===== src/rtl/sym_eval_pkg.sv =====
// Shared types and helpers for the symmetric-function evaluator.
package sym_eval_pkg;

    typedef enum logic [1:0] {
        IDLE  = 2'd0,
        ACCUM = 2'd1,
        DONE  = 2'd2
    } state_t;

    // Bits needed to hold any count from 0 to width inclusive.
    function automatic int cw(input int width);
        return $clog2(width + 1);
    endfunction

    function automatic int popcnt(input logic [63:0] v);
        int n;
        n = 0;
        for (int i = 0; i < 64; i++) n += int'(v[i]);
        return n;
    endfunction

endpackage


===== src/rtl/chunk_popcount.sv =====
// Combinational ones-count of one CHUNK-bit slice.
module chunk_popcount
    import sym_eval_pkg::*;
#(
    parameter int CHUNK = 2
) (
    input  logic [CHUNK-1:0]         bits,
    output logic [cw(CHUNK)-1:0]     count
);

    localparam int PW = cw(CHUNK);

    // NOTE: combinational logic uses blocking '=' and assigns a default first,
    // so every path drives count and no latch is inferred.
    always_comb begin
        count = '0;
        for (int i = 0; i < CHUNK; i++) begin
            count = count + PW'(bits[i]);
        end
    end

endmodule


===== src/rtl/sym_weight_eval.sv =====
// Multi-cycle evaluator of z = mask[popcount(data)], CHUNK bits counted per cycle,
// with valid/ready handshakes on both sides.
module sym_weight_eval
    import sym_eval_pkg::*;
#(
    parameter int WIDTH = 8,
    parameter int CHUNK = 2
) (
    input  logic                  clk,
    input  logic                  rst_n,
    input  logic                  in_valid,
    output logic                  in_ready,
    input  logic [WIDTH-1:0]      in_data,
    input  logic [WIDTH:0]        in_mask,
    output logic                  out_valid,
    input  logic                  out_ready,
    output logic                  out_z,
    output logic [cw(WIDTH)-1:0]  out_weight
);

    localparam int CW    = cw(WIDTH);
    localparam int PW    = cw(CHUNK);
    localparam int BEATS = WIDTH / CHUNK;
    localparam int IW    = (BEATS > 1) ? $clog2(BEATS) : 1;

    generate
        if (WIDTH < 2 || CHUNK < 1 || (WIDTH % CHUNK) != 0) begin : g_bad_params
            $error("sym_weight_eval: WIDTH must be >= 2 and a multiple of CHUNK");
        end
    endgenerate

    state_t            state;
    logic [WIDTH-1:0]  data_q;
    logic [WIDTH:0]    mask_q;
    logic [CW-1:0]     acc;
    logic [IW-1:0]     idx;

    logic [CHUNK-1:0]  chunk;
    logic [PW-1:0]     chunk_ones;
    logic [CW-1:0]     sum_next;
    logic              last_beat;

    assign chunk     = data_q[int'(idx)*CHUNK +: CHUNK];
    assign sum_next  = acc + CW'(chunk_ones);
    assign last_beat = (idx == IW'(BEATS - 1));

    // The only combinational input-to-output path: DONE frees the slot when the sink takes the result.
    assign in_ready = (state == IDLE) || ((state == DONE) && out_ready);

    chunk_popcount #(.CHUNK(CHUNK)) u_chunk_popcount (
        .bits  (chunk),
        .count (chunk_ones)
    );

    // NOTE: the capture registers are small flops, not a memory, so they are reset
    // along with the state; sequential state is updated only with '<='.
    always_ff @(posedge clk or negedge rst_n) begin
        if (!rst_n) begin
            state      <= IDLE;
            data_q     <= '0;
            mask_q     <= '0;
            acc        <= '0;
            idx        <= '0;
            out_valid  <= 1'b0;
            out_z      <= 1'b0;
            out_weight <= '0;
        end else begin
            case (state)
                IDLE: begin
                    if (in_valid) begin
                        data_q <= in_data;
                        mask_q <= in_mask;
                        acc    <= '0;
                        idx    <= '0;
                        state  <= ACCUM;
                    end
                end
                ACCUM: begin
                    acc <= sum_next;
                    idx <= idx + IW'(1);
                    if (last_beat) begin
                        out_weight <= sum_next;
                        out_z      <= mask_q[sum_next];
                        out_valid  <= 1'b1;
                        state      <= DONE;
                    end
                end
                DONE: begin
                    if (out_ready) begin
                        out_valid <= 1'b0;
                        if (in_valid) begin
                            data_q <= in_data;
                            mask_q <= in_mask;
                            acc    <= '0;
                            idx    <= '0;
                            state  <= ACCUM;
                        end else begin
                            state  <= IDLE;
                        end
                    end
                end
                default: state <= IDLE;
            endcase
        end
    end

endmodule


===== config.mk =====
export PLATFORM = sky130hd
export DESIGN_NAME = sym_weight_eval
export DESIGN_NICKNAME = d
export VERILOG_FILES = /design/src/rtl/sym_eval_pkg.sv /design/src/rtl/chunk_popcount.sv /design/src/rtl/sym_weight_eval.sv
export SDC_FILE = /design/constraint.sdc
export NUM_CORES = 1
export LEC_CHECK = 0
export BUFFER_PORTS_ARGS = -buffer_cell sky130_fd_sc_hd__buf_2
export CORE_MARGIN = 3
export CORE_UTILIZATION = 36
export CTS_CLUSTER_DIAMETER = 40
export CTS_CLUSTER_SIZE = 24
export DETAILED_ROUTE_END_ITERATION = 10
export PLACE_DENSITY_LB_ADDON = 0.08
export RECOVER_POWER = 50
export SLEW_MARGIN = 20
export SYNTH_ARGS = -nofsm -noshare
export SYNTH_HDL_FRONTEND = slang
export SYNTH_SLANG_ARGS = --single-unit
export TNS_END_PERCENT = 10

===== constraint.sdc =====
create_clock -name clk -period 3.3 [get_ports clk]
set_clock_uncertainty 0.2 [all_clocks]
set_input_delay 0.66 -clock clk [delete_from_list [all_inputs] [get_ports clk]]
set_output_delay 0.66 -clock clk [all_outputs]
set_load 0.1 [all_outputs]

==> results.md <==
- Crit-path cells: mux4_2 > inv_1 > fa_1 > mux4_1 > mux2_2 > nand4_1 > nand3_1
- Post-synthesis mux area share: between 20% and 30%
- Flop2flop setup slack: 0.52 ns
- Kind of critical path: register to register
- # setup viols final: 0
- Die ar.: 4685 um2
- Rows: 22
- DR DRC count: 0
- CP Capture Type: register
- Clock-pin slew on the worst setup and hold paths: 0.06 ns
- Initial antenna violation count: 0
- Final cycle utilization of the critical path: 84.16%
- First drt pass iteration count: 4
- Share of cells above drive strength 1: around 41%
- Max_cap viols: 1
- Crit Reg-Reg Endpoint: out_z
- Post-synthesis average cell area: about 13 um2
- Hold_sp: out_weight[3]
- Crit path largest cell delay: 0.63 ns
- Synth warn: 0
- Worst-margin pin slew: 1.617 ns
- Sequential area share after synthesis: a little under three fifths
- Antenna viol nets, final: 0
- # hold bufs at CTS: 0
- Clock Path Buffers: 2
- Slew HR: -7.828%
- Postcts setup bufs: 0
- Number of placed I/O pins: 28
- Nets: 162
- Avg WL per Cell: 13.93 um
- Startpoint types: register
- Gp weighted congestion: 0.7274
- Design area: 1660 um2
- Sum Neg Setup Slack: 0 ns
- Core box area: 3716 um2
- Via count: a little over 900
- FF+latch count, synth: 31
- Inserted Clock Buffers: 5
- Die height: 68.45 um
- Root Driver: clkbuf_8
- Fin crit period: 2.777 ns
- Hpwl dp: 1902 um
- M1 wire length: 1054 um
- Post-synthesis adder-cell area fraction: 3.209%
- Peak fanout along the critical path: 5
- H-tree levels: 2
- Largest net degree at the start of global routing: 32
- Drt via density: 4.856
- WHS Path Cells: 2
- R2R depth: 7
- Clk_lat worst skew: 0.28 ns
- Largest family of logic cells by synthesized area: multiplexers
- Most frequent cells in the layout: 31 x dfrtp_1, 26 x buf_2, 20 x mux2_2, 14 x nand2_1, 6 x o21ai_0
- Xor/xnor share of the synthesized area: 1.248%
- Syn Inst Count: between 100 and 150
- Die X-Extent: between 60 and 70 um
- Final Util: 44.68%
- Top Layer Used: met4
- Area grow syn2layout: 18.27%
- Input/output buffers: 27
- TritonCTS clock tree: built
- Gr ovfl total: 0
- First-pass GRT wire length: roughly 4400 um
- Placed Area: 1592 um2
- Final Max Slew Viols: 32
- Synth Net Count: 129
- Initial Util: approximately 38%
- Slowest cell on the critical path: fa_1
- RSZ-0062 raised after global routing: no
- ANT cells: 0
- WP data arrival: between 2 and 3 ns
- CTS resizes: 0
- Met3 WL: 148 um
- Clk sinks: 31
- Worst path required time: 3.26 ns
- Metal2 WL: between 1000 and 1500 um
- Syn Std Cell Area: 1404 um2
- # fillers: roughly 370
- Status: finished with violations
- Worst Hold Class: register to register
- Compound-Gate Fraction of Synth Area: 4.813%
- Total track usage: 13.31%
- DR iter-0 viols: 24
- Worst r2r src: idx[0]
- Simple-gate share of the synthesized area: 9.626%
- Hold EP: out_weight[3]
- Peak Freq: 360.1 MHz
- Final Hold Fails: 0
- Commonest non-fill, non-tap cell in the layout: dfrtp_1
- Routed WL: roughly 2600 um
- Failing checks: max-capacitance violations, max-slew violations
- Unique masters post-synth: 26
- Vias in the first global route: 942
-- Yosys cell counts --
| library cell | number | share of area (%) |
|---|---|---|
| xor2_1 | 1 | 0.62 |
| inv_1 | 5 | 1.3 |
| nand2_4 | 1 | 0.80 |
| mux4_1 | 1 | 1.9 |
| nand3_1 | 2 | 0.71 |
| nand2_1 | 13 | 3.5 |
| o31ai_1 | 1 | 0.53 |
| o22ai_1 | 2 | 0.89 |
| mux2i_1 | 1 | 0.71 |
| nand3b_1 | 2 | 1.1 |
| o21bai_1 | 1 | 0.53 |
| nor3b_2 | 1 | 0.89 |
| ha_1 | 2 | 1.8 |
| and2b_4 | 1 | 0.71 |
| xnor2_1 | 1 | 0.62 |
| mux2_2 | 20 | 16 |
| a21oi_1 | 2 | 0.71 |
| mux4_2 | 3 | 4.8 |
| dfrtp_1 | 31 | 55 |
| nor2b_1 | 1 | 0.45 |
| buf_4 | 2 | 1.1 |
| fa_1 | 1 | 1.4 |
| or4_1 | 1 | 0.53 |
| nand4_1 | 1 | 0.45 |
| o21ai_0 | 6 | 2.1 |
| nor2_1 | 2 | 0.53 |
-- logic make-up after synthesis --
group | Yosys count
simple gates | 25
fa+ha+maj | 3
compound gates | 12
buf+inv | 7
flops | 31
xor+xnor | 2
mux | 25
-- how the worst max path moves through the flow --
stage	from	end	slack [ns]	depth (start not counted)
6_report	idx[0]	out_z	0.52	7
4_1_cts	idx[0]	out_z	0.48	7
3_5_place_dp	idx[0]	out_z	0.51	7
3_3_place_gp	idx[0]	out_z	0.59	7
2_1_floorplan	out_ready	in_ready	0.48	2
5_1_grt	idx[0]	out_z	0.38	7
-- sequential cells by signal, indices dropped and copies added, names as in the netlist --
register,count
acc,4
data_q,8
idx,2
mask_q,9
out_valid,1
out_weight,4
out_z,1
state,2
-- stage by stage --
| stage | instances | hold slack [ns] | setup slack (ns) |
|---|---|---|---|
| 3_3_place_gp | 179 | 0.2623 | 0.5909 |
| 4_1_cts | 187 | 0.2322 | 0.4837 |
| 6_report | 187 | 0.2706 | 0.5228 |
| 2_1_floorplan | 105 | 0.1644 | 0.4792 |
| 3_5_place_dp | 179 | 0.2681 | 0.5076 |
| 5_1_grt | 187 | 0.3079 | 0.3804 |
-- layer usage --
| layer | vias to the layer above | GRT usage [%] |
|---|---|---|
| met5 | - | 0 |
| met4 | 0 | 8.189 |
| met3 | 7 | 3.941 |
| met2 | 22 | 20.50 |
| met1 | 437 | 16.25 |
| li1 | 442 | - |
-- worst max-delay path, delay by kind of cell (launching register included) --
family | cells | cell delay (ns)
fa+ha+maj | 1 | 0.63
flops | 1 | 0.43
mux | 3 | 1.21
simple gates | 2 | 0.14
buf+inv | 1 | 0.05
-- layout make-up --
class                   instances  area (um2)  area share [%]
repair buffers                 28       137.6           8.289
flip-flops and latches         31       775.7           46.72
multi-input cells              67       586.8           35.34
inverters                       5       18.77           1.130
clock buffers                   7       76.32           4.597
well taps                      48       60.06           3.617
clock inverters                 1       5.005          0.3014
Power is left out: the tool's default activity adds up to more than one toggle a clock period on the data nets, which glitch-free logic cannot reach.
